===== config.mk =====
export PLATFORM = sky130hd
export DESIGN_NAME = ram_arbiter
export DESIGN_NICKNAME = d
export VERILOG_FILES = /design/src/rtl/ram_arbiter.sv
export SDC_FILE = /design/constraint.sdc
export NUM_CORES = 1
export LEC_CHECK = 0
export ABC_AREA = 1
export BUFFER_PORTS_ARGS = -buffer_cell sky130_fd_sc_hd__clkbuf_2
export CORE_ASPECT_RATIO = 1.4
export CORE_UTILIZATION = 52
export CTS_BUF_LIST = sky130_fd_sc_hd__clkbuf_4 sky130_fd_sc_hd__clkbuf_8
export CTS_CLUSTER_DIAMETER = 150
export DETAILED_ROUTE_END_ITERATION = 6
export PLACE_DENSITY = 0.9
export SKIP_LAST_GASP = 1
export SYNTH_ARGS = -nofsm -noshare
export SYNTH_HDL_FRONTEND = slang
export SYNTH_SLANG_ARGS = --single-unit

===== constraint.sdc =====
create_clock -name clk_sys -period 2.65 [get_ports clk_sys]
set_input_delay 0.3975 -clock clk_sys [delete_from_list [all_inputs] [get_ports clk_sys]]
set_output_delay 0.3975 -clock clk_sys [all_outputs]
set_load 0.02 [all_outputs]

===== src/rtl/ram_arbiter.sv =====
// Four-requester SDRAM arbiter: fixed priority with CPU anti-starvation override,
// one access in flight, per-access timeout with sticky error flag.
module ram_arbiter #(
    parameter int STARVE_LIMIT = 4,
    parameter int TIMEOUT      = 64
) (
    input  logic         clk_sys,
    input  logic         nRESET,
    input  logic [3:0]   req,
    input  logic [3:0]   req_we,
    input  logic [99:0]  req_addr,
    input  logic [31:0]  req_din,
    output logic [3:0]   ack,
    output logic [7:0]   rdata,
    output logic [24:0]  mem_addr,
    output logic [7:0]   mem_din,
    output logic         mem_we,
    output logic         mem_rd,
    input  logic [7:0]   mem_dout,
    input  logic         mem_done,
    output logic         busy,
    output logic [1:0]   grant_id,
    output logic         timeout_err
);

    localparam int          TW      = (TIMEOUT > 2) ? $clog2(TIMEOUT) : 1;
    localparam logic [TW-1:0] T_LAST = TW'(TIMEOUT - 1);
    localparam logic [2:0]  STARVE  = 3'(STARVE_LIMIT);

    typedef enum logic [1:0] {IDLE, ACCESS, DONE} state_t;

    state_t          state_reg, state_next;
    logic [TW-1:0]   timer_reg;
    logic [2:0]      cpu_wait_reg;
    logic            we_reg;
    logic [1:0]      winner;
    logic            access_end;

    logic [24:0] addr_arr [4];
    logic [7:0]  din_arr  [4];

    genvar gi;
    generate
        for (gi = 0; gi < 4; gi++) begin : g_unpack
            assign addr_arr[gi] = req_addr[gi*25 +: 25];
            assign din_arr[gi]  = req_din[gi*8 +: 8];
        end
    endgenerate

    // Lowest index wins unless the CPU has already been passed over STARVE_LIMIT times.
    always_comb begin
        winner = 2'd3;
        for (int i = 2; i >= 0; i--) begin
            if (req[i]) winner = 2'(i);
        end
        if (req[3] && cpu_wait_reg == STARVE) winner = 2'd3;
    end

    assign access_end = mem_done || (timer_reg == T_LAST);

    always_ff @(posedge clk_sys or negedge nRESET) begin
        if (!nRESET) state_reg <= IDLE;
        else         state_reg <= state_next;
    end

    always_comb begin
        state_next = state_reg;
        busy       = 1'b0;
        case (state_reg)
            IDLE:    if (|req) state_next = ACCESS;
            ACCESS: begin
                busy = 1'b1;
                if (access_end) state_next = DONE;
            end
            DONE: begin
                busy       = 1'b1;
                state_next = IDLE;
            end
            default: state_next = IDLE;
        endcase
    end

    always_ff @(posedge clk_sys or negedge nRESET) begin
        if (!nRESET) begin
            ack          <= '0;
            rdata        <= '0;
            mem_addr     <= '0;
            mem_din      <= '0;
            mem_we       <= 1'b0;
            mem_rd       <= 1'b0;
            grant_id     <= '0;
            timeout_err  <= 1'b0;
            cpu_wait_reg <= '0;
            timer_reg    <= '0;
            we_reg       <= 1'b0;
        end else begin
            ack <= '0;
            case (state_reg)
                IDLE: begin
                    timer_reg <= '0;
                    if (!req[3]) cpu_wait_reg <= '0;
                    if (|req) begin
                        grant_id <= winner;
                        mem_addr <= addr_arr[winner];
                        mem_din  <= din_arr[winner];
                        we_reg   <= req_we[winner];
                        mem_we   <= req_we[winner];
                        mem_rd   <= ~req_we[winner];
                        if (winner == 2'd3)
                            cpu_wait_reg <= '0;
                        else if (req[3] && cpu_wait_reg < STARVE)
                            cpu_wait_reg <= cpu_wait_reg + 3'd1;
                    end
                end
                ACCESS: begin
                    timer_reg <= timer_reg + 1'b1;
                    if (access_end) begin
                        mem_we <= 1'b0;
                        mem_rd <= 1'b0;
                        ack    <= 4'b0001 << grant_id;
                        // A late completion on the final timer cycle still counts as success.
                        if (mem_done) begin
                            if (!we_reg) rdata <= mem_dout;
                        end else begin
                            timeout_err <= 1'b1;
                            if (!we_reg) rdata <= 8'hFF;
                        end
                    end
                end
                default: ;
            endcase
        end
    end

endmodule


; ---- Word level (Yosys, flattened, before mapping)
; Index checks and enable logic that the tools add are counted.
[word_totals]
mem_count = 0
output_inout_bits = 51
latchBits = 0
in_bits = 151
reg_bits = 62
wordCells = 72
rom_bits = 0
mem_bits_rw = 0
[classes]
addsub = 2
magnitude_cmp = 3
n_reduce_logical = 12
bitwise_logic = 4
mux = 31
n_shift = 1
n_eq_ne = 7
multipliers = 0
n_div = 0
[op_table]
columns = operator, n
row1 = 25-bit binary-select mux with 2-bit select, 1
row2 = 25-bit two-way mux, 2
row3 = 8-bit two-way mux, 5
row4 = 8-bit binary-select mux with 2-bit select, 1
row5 = 3-bit two-way mux, 4
row6 = 6-bit one-hot mux with 2 select lines, 1
row7 = 2-bit two-way mux, 5
row8 = 3-bit AND reduction, 3
row9 = 4-bit two-way mux, 2
row10 = 6-bit by 1-bit adder with 6-bit output (second input constant), 1
row11 = 6-bit == test (second input constant), 1
row12 = 1-bit two-way mux, 6
row13 = 2-bit == test (second input constant), 2
row14 = 2-bit inequality test (second input constant), 2
row15 = 1-bit one-hot mux with 2 select lines, 2
row16 = 2-bit one-hot mux with 2 select lines, 1
row17 = 2-bit AND reduction, 2
row18 = 4-bit OR reduction, 1
row19 = 1-bit by 2-bit << shifter with 4-bit output (first input constant), 1
row20 = 3-bit by 1-bit adder with 3-bit output (second input constant), 1
row21 = 3-bit == test (second input constant), 1
row22 = 3-bit greater-or-equal comparator (second input constant), 1
row23 = 2-bit by 3-bit less-than comparator with 1-bit output (second input constant), 1
row24 = 3-bit less-than comparator (second input constant), 1
row25 = other kinds (9), 12

; ---- Depth between registers and ports, before layout
; Gate-level depths: netlist (run 1).
[logic_depth]
depth_word = 9
mapped_depth = 11
ltp_nobuf = 10

; ---- Least setup slack after synthesis (run 1)
; OpenSTA, ideal clock, no wires.
[synth_path]
kind = flip-flop to flip-flop
from = register state_reg[0]
to = register mem_addr[0]
path_buffers = 3
synth_period_minus_slack_ns = 1.520
setup_time_ns = 0.066
path_stages_with_launch = 10
required_time_ns = 2.584
t_arrival_ns = 1.454
slack_ns = 1.130
path_cell_list = dfrtp_1 -> inv_1 -> ha_1 -> buf_4 -> inv_1 -> a31oi_2 -> buf_2 -> buf_2 -> nand2_1 -> nand2_1
[synth_via]
elab_chain_cells = 2
[synth_rtl]
columns = item, line_no
row1 = from (decl), 32  ; state_t state_reg, state_next;
row2 = from (signal assigned), 63  ; else state_reg <= state_next;
row3 = 2-bit zero test, 98  ; case (state_reg)
row4 = 2-bit AND reduction (no line), n/a
row5 = to (signal assigned), 104  ; mem_addr <= addr_arr[winner];
row6 = to (decl), 15  ; output logic [24:0] mem_addr,
; No other way between the ends.
; A chain may end at the register's enable or synchronous reset.

; ---- Final worst setup path (run 1)
[layout_path]
from = register cpu_wait_reg[1]
to = register mem_addr[6]
[layout_via]
elab_chain_cells = 7
[layout_rtl]
columns = item, line_no
row1 = from (decl), 34  ; logic [2:0] cpu_wait_reg;
row2 = from (signal assigned), 112  ; cpu_wait_reg <= cpu_wait_reg + 3'd1;
row3 = 3-bit == test, 56  ; if (req[3] && cpu_wait_reg == STARVE) winner = 2'd3;
row4 = 1-bit logical AND, 56
row5 = 2-bit two-way mux, 56
row6 = 2-bit NOT with 3-bit output (not written as such), 104
row7 = 25-bit binary-select mux with 2-bit select, 104
row8 = 25-bit two-way mux (not written as such) (2 in a row), 104
; No other way between the ends. The select of a mux whose other input is x is not followed.

==> flow_summary_export.csv, run 1 <==
group,metric,value,unit
status,status,"finished, final reports clean",
clock_tree,clock_latency,0.35,ns
logic_synthesis,ys_warn_count,0,
global_routing,track_usage,0.2958,
sta,drv_slew,0,
clock_tree,clockBufferDepth,2,
clock_tree,clock-root-buffer,"clkbuf_8",
setup_path,critPathMaxFanout,47,
sta,hold_viol,0,
pwr,swShare,0.4600,
sta,slew_headroom,0.4723,
global_routing,grt_pass1_vias,4556,
drt,wl_per_cell,13.17,microns
clock_tree,h-tree-depth,3,
setup_path,worst_ep_arrival_time,2.46,ns
drt,drt_iter0_markers,285,
placement,portBuffers,201,
clock_tree,cts_setup_buffers,0,
pwr,p_seq_frac,0.313,
pwr,leakagePower,0.003313,uW
layout,syn_to_final_growth,28.82,%
logic_synthesis,synth_top_area_frac,0.3684,
die,start_util,0.5401,
layout,num-nets-final,977,
logic_synthesis,synth_edf_count,0,
sta,fin_crit,2.220,ns
sta,fin_setup_tns,0,ns
placement,place.gp.congestion,0.8525,
clock_tree,tritoncts,"yes",
pwr,irDropWorstVdd,561.2,uV
drt,via_count,4733,
die,coreArea,7797,sq um
logic_synthesis,synth_flop_cell,"dfrtp_1",
setup_path,crit_start,"cpu_wait_reg[1]",
die,die_area,8468,sq um
setup_path,crit_end,"mem_addr[6]",
pwr,internal-power,2819,uW
global_routing,grt_max_degree,63,
layout,largest_reg_flops,25,
die,die_w,78.06,microns
job,cap_viol_max_count,0,
setup_path,start_kind,"flip-flop",
logic_synthesis,synth_nets,792,
global_routing,grt_pass1_wl,19670,microns
die,io_pins,202,
setup_path,path_class,"reg2reg",
setup_path,rrSetupSlack,0.43,ns
clock_tree,ctsHoldBuffers,0,
clock_tree,clk_pin_slew,0.07,ns
logic_synthesis,synth_cells,635,
die,row_count,38,
placement,dp.final_hpwl,8732,microns
clock_tree,cts_resized,0,
global_routing,antenna_found_initial,0,
pwr,p_total,5222,uW
setup_path,r2r-end,"mem_addr[6]",
setup_path,end_kind,"flip-flop",
layout,diodes,0,
drt,drc,0,
layout,fill_cells,695,
sta,worstMarginPinSlew,0.7916,ns
clock_tree,numCtsBuffers,9,
drt,first_pass_iters,6,
drt,wl,12190,microns
logic_synthesis,ys_types,30,
sta,rsz0062_at_grt,"false",
setup_path,required,2.89,ns
logic_synthesis,synth-seq-cells,62,
drt,viasPerCell,5.117,
logic_synthesis,synthArstFlopShare,1.000,
pwr,pwr-share-clk,0.181,
worst_hold_path,hold_class,"in2async",
pwr,power_density,962.5,nW/um^2
logic_synthesis,syn_area_per_cell,6.632,sq um
sta,post-route-period-util,0.8379,
global_routing,grt_overflow_total,0,
sta,max_freq,0.4504,GHz
clock_tree,cts_sinks,62,
layout,top_regs,"mem_addr: 25 flops, mem_din: 8 flops, rdata: 8 flops",
logic_synthesis,synth_area_leaders,"dfrtp_1 37%, nand2_1 21%, inv_1 7.9%",
sta,finClkSkew,0.005178,ns
setup_path,reg2reg_depth,10,
logic_synthesis,synthTopCellsByCount,"237 x nand2_1, 89 x inv_1, 62 x dfrtp_1",
die,die_y,108.5,microns
pwr,combPwrFrac,0.506,
setup_path,regToRegStartpoint,"cpu_wait_reg[1]",
sta,setup_viol,0,
logic_synthesis,syn_area,4212,sq um
layout,drive_gt1_frac,0.2958,
logic_synthesis,yosysTopAreaCell,"dfrtp_1",
drt,ant_nets,0,
pwr,p_switching,2402,uW
layout,top_register,"mem_addr",
logic_synthesis,synth.yosys.seq_area_share,0.3684,
logic_synthesis,synth_most_common_cell,"nand2_1",
area by class of cell:
cell class	instances	area [sq um]	area share
clock buffers	12	152.6	0.02814
clock inverters	4	70.07	0.01292
inverters	93	349.1	0.06435
multi-input cells	446	2106	0.3881
flip-flops and latches	62	1551	0.2860
well taps	100	125.1	0.02306
repair buffers	208	1071	0.1974
cell usage in the layout, fill, tap and decap left out, types with 2 or more instances in the layout:
| cell | count |
|---|---|
| ha_1 | 6 |
| clkinv_2 | 2 |
| bufinv_16 | 2 |
| nor2_1 | 53 |
| nand4_1 | 2 |
| nand2_1 | 237 |
| or2_2 | 2 |
| o21ai_1 | 33 |
| inv_2 | 3 |
| clkbuf_4 | 2 |
| o21ai_2 | 8 |
| a21oi_1 | 2 |
| inv_1 | 89 |
| clkbuf_8 | 10 |
| dfrtp_1 | 62 |
| clkbuf_2 | 201 |
| a22oi_1 | 2 |
| buf_4 | 6 |
| o21ai_0 | 11 |
| nand3_1 | 44 |
| nand3b_1 | 34 |
| nor3_1 | 2 |
worst max-delay path, stage by stage, from the launching register on:
cell and delay [ns]:
dfrtp_1 0.39, inv_1 0.10, ha_1 0.20, nand3_4 0.28, nand2_4 0.50, buf_4 0.30, nand2_1 0.07, nand3_1 0.07
o21ai_1 0.07, nand2_1 0.06, nand2_1 0.05
routing by layer:
layer / routed length [microns] / track usage
met1: 4724 / 0.3175
met2: 6302 / 0.5595
met3: 806 / 0.04641
met4: 351 / 0.1389
met5: 0 / 0
logic make-up (layout without fill, tap and decap cells):
family	Yosys count	count (layout)	synth area share
fa+ha+maj	6	6	0.01782
buf+inv	127	317	0.1367
flops	62	62	0.3684
simple gates	378	378	0.3892
compound gates	62	62	0.08794
power by group through the flow:
stage	Combinational (uW)	Clock, uW	Sequential, uW
after floorplan	1420	0	2020
after global placement	2550	0	1610
after detailed placement	2640	0	1630
after CTS	2650	964	1630
after global routing	2920	998	1670
final	2640	946	1640
stage by stage:
step | instances | setup WS (ns) | instance area (sq um) | hold WS [ns] | util
finish | 925 | 0.4297 | 5425 | 0.2225 | 0.6958
global route | 925 | 0.2311 | 5425 | 0.2878 | 0.6958
CTS | 925 | 0.4256 | 5425 | 0.2394 | 0.6958
detailed placement | 909 | 0.4423 | 5202 | 0.4680 | 0.6672
global placement | 909 | 0.5483 | 5202 | 0.4595 | 0.6672
floorplan | 635 | 1.130 | 4212 | 0.1019 | -
how the worst min path moves through the flow:
stage	start	endpoint	cells after the start
CTS	nRESET	ack[0]	2
global route	nRESET	timeout_err	2
detailed placement	timeout_err	timeout_err	1
finish	nRESET	mem_rd	2
floorplan	nRESET	ack[0]	0
global placement	timeout_err	timeout_err	1
(Power assumes the default switching activity.)
==> run 2, diff against run 1 <==
--- a/config.mk
+++ b/config.mk
@@ -5,14 +5,14 @@
 export SDC_FILE = /design/constraint.sdc
 export NUM_CORES = 1
 export LEC_CHECK = 0
-export ABC_AREA = 1
+export ABC_AREA = 0
 export BUFFER_PORTS_ARGS = -buffer_cell sky130_fd_sc_hd__clkbuf_2
 export CORE_ASPECT_RATIO = 1.4
-export CORE_UTILIZATION = 52
+export CORE_UTILIZATION = 41
 export CTS_BUF_LIST = sky130_fd_sc_hd__clkbuf_4 sky130_fd_sc_hd__clkbuf_8
 export CTS_CLUSTER_DIAMETER = 150
 export DETAILED_ROUTE_END_ITERATION = 6
-export PLACE_DENSITY = 0.9
+export PLACE_DENSITY = 0.81
 export SKIP_LAST_GASP = 1
 export SYNTH_ARGS = -nofsm -noshare
 export SYNTH_HDL_FRONTEND = slang
==> constraint.sdc (replaced) <==
create_clock -name clk_sys -period 1.8 [get_ports clk_sys]
set_input_delay 0.27 -clock clk_sys [delete_from_list [all_inputs] [get_ports clk_sys]]
set_output_delay 0.27 -clock clk_sys [all_outputs]
set_load 0.02 [all_outputs]
==> run 2 against run 1 <==
  * First-iteration DRC count decreased by 53%
  * Routed wire length fell by 14%
  * Synthesized area fell by 17%
  * Clock power is 30% higher
  * Worst setup slack worse by 0.40 ns
  * Critical path type unchanged
  * Largest cell class unchanged
  * Largest power group unchanged
==> flow_summary_export.csv, run 2 <==
group,metric,value,unit
status,status,"finished, final reports clean",
sta,worstMarginPinSlew,0.4651,ns
clock_tree,tritoncts,"yes",
global_routing,grt_overflow_total,0,
pwr,irDropWorstVdd,1002,uV
setup_path,required,2.01,ns
layout,top_regs,"mem_addr: 25 flops, mem_din: 8 flops, rdata: 8 flops",
logic_synthesis,yosysTopAreaCell,"dfrtp_1",
drt,drc,0,
drt,ant_nets,0,
logic_synthesis,synth_most_common_cell,"dfrtp_1",
clock_tree,clockBufferDepth,2,
pwr,p_switching,3092,uW
setup_path,reg2reg_depth,8,
setup_path,worst_ep_arrival_time,1.98,ns
setup_path,crit_end,"mem_addr[19]",
die,die_area,8896,sq um
layout,design_area,4957,sq um
logic_synthesis,synth-seq-cells,62,
sta,hold_viol,0,
sta,setup_viol,0,
pwr,combPwrFrac,0.510,
layout,num-nets-final,672,
logic_synthesis,synth_edf_count,0,
setup_path,max_stage_delay,0.42,ns
setup_path,start_kind,"flip-flop",
setup_path,crit_start,"cpu_wait_reg[1]",
setup_path,r2r-end,"mem_addr[19]",
placement,place.gp.congestion,0.8293,
setup_path,path_class,"reg2reg",
global_routing,antenna_found_initial,0,
placement,portBuffers,201,
logic_synthesis,syn_area,3492,sq um
logic_synthesis,synth_cells,311,
global_routing,grt_max_degree,63,
setup_path,rrSetupSlack,0.03,ns
logic_synthesis,synth_flop_cell,"dfrtp_1",
setup_path,critPathBufInv,2,
logic_synthesis,synth_nets,468,
sta,hold_ws,0.1762,ns
logic_synthesis,ys_warn_count,0,
sta,rsz0062_at_grt,"true",
setup_path,regToRegStartpoint,"cpu_wait_reg[1]",
setup_path,critPathTopFamily,"compound AO/OA/AOI/OAI gates",
logic_synthesis,synth_area_leaders,"dfrtp_1 44%, mux2i_1 9.7%, o221ai_1 8.3%",
pwr,leakagePower,0.002393,uW
setup_path,slowest_stage,"dfrtp_1",
clock_tree,cts_sinks,62,
die,die_w,80,microns
logic_synthesis,syn_area_per_cell,11.23,sq um
drt,wl,10440,microns
pwr,p_seq_frac,0.326,
global_routing,grt_pass1_vias,3408,
setup_path,cp.depth,8,
drt,via_count,3483,
clock_tree,clk_pin_slew,0.07,ns
sta,layout_setup_ws,0.03352,ns
layout,final_common_cell,"clkbuf_2",
placement,place_ws,-0.01205,ns
sta,slew_headroom,0.6851,
die,row_count,39,
die,die_y,111.2,microns
pwr,internal-power,4397,uW
logic_synthesis,ys_types,40,
logic_synthesis,synth.yosys.seq_area_share,0.4443,
setup_path,path_cells,"inv_2, ha_4, nand3_2, o21ai_4, clkbuf_16, mux2i_1, o221ai_1, o21a_1",
worst_hold_path,min_from,"mem_dout[4]",
pwr,swShare,0.4128,
sta,max_freq,0.5661,GHz
layout,layout_common_cells,"200 x clkbuf_2, 62 x dfrtp_1, 34 x a22oi_1",
die,io_pins,202,
clock_tree,clock-root-buffer,"clkbuf_8",
global_routing,grt_pass1_wl,15190,microns
drt,viasPerCell,5.600,
placement,placed_area,4637,sq um
sta,finClkSkew,0.009928,ns
drt,wl_per_cell,16.78,microns
pwr,power_density,1511,nW/um^2
job,cap_viol_max_count,0,
pwr,pwr-share-clk,0.164,
drt,first_pass_iters,4,
logic_synthesis,synthArstFlopShare,1.000,
worst_hold_path,hold_class,"in2reg",
drt,drt_iter0_markers,134,
sta,fin_setup_tns,0,ns
global_routing,track_usage,0.2201,
clock_tree,numCtsBuffers,9,
sta,fin_crit,1.766,ns
layout,largest_reg_flops,25,
setup_path,end_kind,"flip-flop",
setup_path,critPathMaxFanout,6,
placement,dp.final_hpwl,7749,microns
sta,post-route-period-util,0.9814,
layout,fill_cells,724,
die,start_util,0.4260,
logic_synthesis,synthTopCellsByCount,"62 x dfrtp_1, 34 x a22oi_1, 34 x mux2i_1",
layout,syn_to_final_growth,41.96,%
layout,diodes,0,
clock_tree,h-tree-depth,3,
pwr,p_total,7489,uW
layout,drive_gt1_frac,0.4846,
sta,drv_slew,0,
clock_tree,clock_latency,0.33,ns
die,coreArea,8198,sq um
logic_synthesis,synth_top_area_frac,0.4443,
layout,top_register,"mem_addr",
[run 2: cell count changes in the layout (fill, tap and decap cells not counted), moves of 33 or more]
cell | before | now
o21a_1 | 0 | 33
inv_1 | 89 | 6
nand3b_1 | 34 | 0
mux2i_1 | 0 | 33
o221ai_1 | 0 | 33
nor2_1 | 53 | 7
nand3_1 | 44 | 3
nand2_1 | 237 | 6
[run 2: logic make-up (layout without fill, tap and decap cells)]
logic type	Yosys count	in the layout	synth area share
simple gates	37	37	0.06736
flops	62	62	0.4443
xor+xnor	1	1	0.002509
compound gates	130	130	0.2913
buf+inv	37	246	0.06270
mux	38	38	0.1104
fa+ha+maj	6	6	0.02150
[run 2: per-layer routing]
layer  global-route usage  routed length (microns)  vias up
met5                    0                        0        -
met4               0.1024                      329        0
met3              0.03457                      567       26
met2               0.4131                     5550      150
met1               0.2313                     3989     1677
li1                     -                        -     1630
[run 2: how the worst min path moves through the flow]
| stage | cells after the start | to | slack (ns) |
|---|---|---|---|
| 3_3_place_gp | 2 | mem_addr[15] | 0.31 |
| 4_1_cts | 2 | timeout_err | 0.15 |
| 3_5_place_dp | 2 | mem_addr[2] | 0.30 |
| 5_1_grt | 2 | rdata[5] | 0.17 |
| 2_1_floorplan | 0 | ack[0] | -0.03 |
| 6_report | 2 | rdata[4] | 0.18 |
[run 2: area by class of cell]
cell class | instances | area [sq um] | area share
clock inverter | 5 | 57.56 | 0.01161
multi-input combinational | 212 | 1768 | 0.3566
timing repair buffer | 222 | 1271 | 0.2564
tap | 102 | 127.6 | 0.02574
clock buffer | 11 | 151.4 | 0.03054
inverter | 8 | 30.03 | 0.006058
sequential | 62 | 1551 | 0.3130
[run 2: what timing repair did]
action                     4_1_cts  5_1_grt
pin swaps                        0        1
hold endpoints to repair        62        0
gates cloned                     0        3
gates resized for setup          1        8
setup endpoints to repair        6       43
hold buffers                     1        0
buffers inserted                 0        1
[run 2: power by group through the flow]
| stage | registers, uW | logic (uW) | clock network, uW |
|---|---|---|---|
| final | 2440 | 3820 | 1230 |
| after global routing | 2510 | 4140 | 1320 |
| after CTS | 2430 | 3740 | 1270 |
| after detailed placement | 2450 | 3740 | 0 |
| after global placement | 2410 | 3620 | 0 |
| after floorplan | 3030 | 1830 | 0 |
[run 2: per-stage QoR]
stage | util | cells
3_3_place_gp | 0.5656 | 601
3_5_place_dp | 0.5656 | 601
5_1_grt | 0.6047 | 622
4_1_cts | 0.5925 | 618
6_report | 0.6047 | 622
2_1_floorplan | - | 311
==> run 3, diff against run 2 <==
--- a/config.mk
+++ b/config.mk
@@ -7,11 +7,12 @@
 export LEC_CHECK = 0
 export ABC_AREA = 0
 export BUFFER_PORTS_ARGS = -buffer_cell sky130_fd_sc_hd__clkbuf_2
-export CORE_ASPECT_RATIO = 1.4
+export CORE_ASPECT_RATIO = 1.2
 export CORE_UTILIZATION = 41
 export CTS_BUF_LIST = sky130_fd_sc_hd__clkbuf_4 sky130_fd_sc_hd__clkbuf_8
 export CTS_CLUSTER_DIAMETER = 150
 export DETAILED_ROUTE_END_ITERATION = 6
+export GPL_ROUTABILITY_DRIVEN = 0
 export PLACE_DENSITY = 0.81
 export SKIP_LAST_GASP = 1
 export SYNTH_ARGS = -nofsm -noshare
==> run 3 against run 2 <==
  * Maximum frequency grew 0.93%
  * Clock skew shrank 0.00066 ns
  * Final cell count grew 2.1%
  * Global-route usage grew 0.14 points
  * Sequential share of layout area shrank 0.26 points
  * Die area is essentially flat
  * Worst setup slack gained 0.016 ns
  * Combinational power is essentially flat
  * Clock-buffer cell count shrank 2
  * Sequential power is essentially flat
  * Total power shrank 0.33%
==> flow_summary_export.csv, run 3 (synthesized netlist as in run 2, its figures left out) <==
group,metric,value,unit
sta,max_freq,0.5713,GHz
global_routing,grt_overflow_total,0,
layout,syn_to_final_growth,43.14,%
pwr,irDropWorstVdd,981.0,uV
pwr,power_density,1493,nW/um^2
layout,drive_gt1_frac,0.4818,
global_routing,grt_max_degree,63,
setup_path,critPathBufInv,2,
clock_tree,clock-root-buffer,"clkbuf_8",
sta,fin_crit,1.750,ns
layout,final_util,0.6097,
placement,place_ws,-0.02807,ns
status,status,"finished, final reports clean",
die,die_area,8892,sq um
setup_path,path_class,"reg2reg",
layout,largest_reg_flops,25,
layout,final_common_cell,"clkbuf_2",
sta,setup_viol,0,
setup_path,worst_ep_arrival_time,2.00,ns
setup_path,slowest_stage,"dfrtp_1",
job,cap_viol_max_count,0,
drt,via_count,3500,
drt,drt_iter0_markers,137,
clock_tree,clock_latency,0.35,ns
clock_tree,clk_pin_slew,0.08,ns
sta,hold_ws,0.1430,ns
clock_tree,numCtsBuffers,9,
setup_path,max_stage_delay,0.41,ns
sta,hold_viol,0,
setup_path,path_cells,"inv_2, ha_4, nand3_4, o21ai_4, clkbuf_16, mux2i_1, o221ai_1, o21a_1",
layout,top_regs,"mem_addr: 25 flops, mem_din: 8 flops, rdata: 8 flops",
die,io_pins,202,
global_routing,track_usage,0.2216,
die,row_count,36,
global_routing,grt_pass1_wl,15050,microns
drt,viasPerCell,5.512,
setup_path,end_kind,"flip-flop",
layout,top_register,"mem_addr",
setup_path,required,2.05,ns
drt,first_pass_iters,5,
global_routing,antenna_found_initial,0,
setup_path,critPathTopFamily,"compound AO/OA/AOI/OAI gates",
die,die_w,86.25,microns
global_routing,grt_pass1_vias,3242,
setup_path,start_kind,"flip-flop",
layout,num-nets-final,673,
drt,wl_per_cell,16.49,microns
layout,layout_common_cells,"201 x clkbuf_2, 62 x dfrtp_1, 34 x mux2i_1, 34 x a22oi_1",
clock_tree,h-tree-depth,3,
drt,ant_nets,0,
sta,drv_slew,0,
pwr,leakagePower,0.002405,uW
clock_tree,tritoncts,"yes",
drt,wl,10470,microns
layout,stdcell_count,635,
placement,place_inst,613,
clock_tree,cts_sinks,62,
sta,finClkSkew,0.009267,ns
die,coreArea,8198,sq um
die,start_util,0.4260,
die,die_y,103.1,microns
drt,drc,0,
clock_tree,clockBufferDepth,2,
sta,worstMarginPinSlew,0.4771,ns
setup_path,critPathMaxFanout,8,
sta,slew_headroom,0.6769,
sta,post-route-period-util,0.9724,
placement,dp.final_hpwl,7659,microns
layout,diodes,0,
placement,portBuffers,201,
sta,layout_setup_ws,0.04974,ns
worst_hold_path,hold_class,"in2reg",
run 3: path summary, 6_finish.rpt:
check / from / cells after the start / slack [ns] / endpoint
max: cpu_wait_reg[1] / 8 / 0.05 / mem_addr[24]
min in group asynchronous: nRESET / 3 / 0.46 / state_reg[1]
max reg2reg: cpu_wait_reg[1] / 8 / 0.05 / mem_addr[24]
min reg2reg: mem_addr[19] / 1 / 0.49 / mem_addr[19]
min: mem_dout[7] / 2 / 0.14 / rdata[7]
max in group asynchronous: nRESET / 3 / 1.05 / mem_addr[23]
run 3: report_power, final:
part	total (uW)	internal, uW	switching (uW)
Clock	1230	639	594
Sequential	2430	2020	410
Combinational	3800	1650	2150
Total	7460	4310	3150
run 3: routing by layer:
| metal | routed length [microns] | global-route usage |
|---|---|---|
| met5 | 0 | 0 |
| met4 | 197 | 0.09103 |
| met2 | 5696 | 0.4164 |
| met3 | 598 | 0.05604 |
| met1 | 3980 | 0.2361 |
run 3: final cells by class:
type	count	area, sq um
tap	114	142.6
inverter	8	30.03
multi-input combinational	212	1765
clock inverter	7	75.07
clock buffer	9	123.9
sequential	62	1551
fill	695	3199
timing repair buffer	223	1310
run 3: repair_timing:
item	4_1_cts	5_1_grt
gates cloned	0	4
resized for setup	1	7
hold buffers	1	0
setup endpoints to repair	1	33
hold endpoints to repair	62	0
buffers inserted	0	1
pin swaps	0	0
run 3: per-stage QoR:
step           power (uW)  setup TNS, ns  area, sq um
6_report             7464              0         4999
5_1_grt              7935       -0.08348         4999
4_1_cts              7362              0         4862
3_5_place_dp         6114       -0.02807         4652
3_3_place_gp         5977              0         4652
2_1_floorplan        4861              0         3492
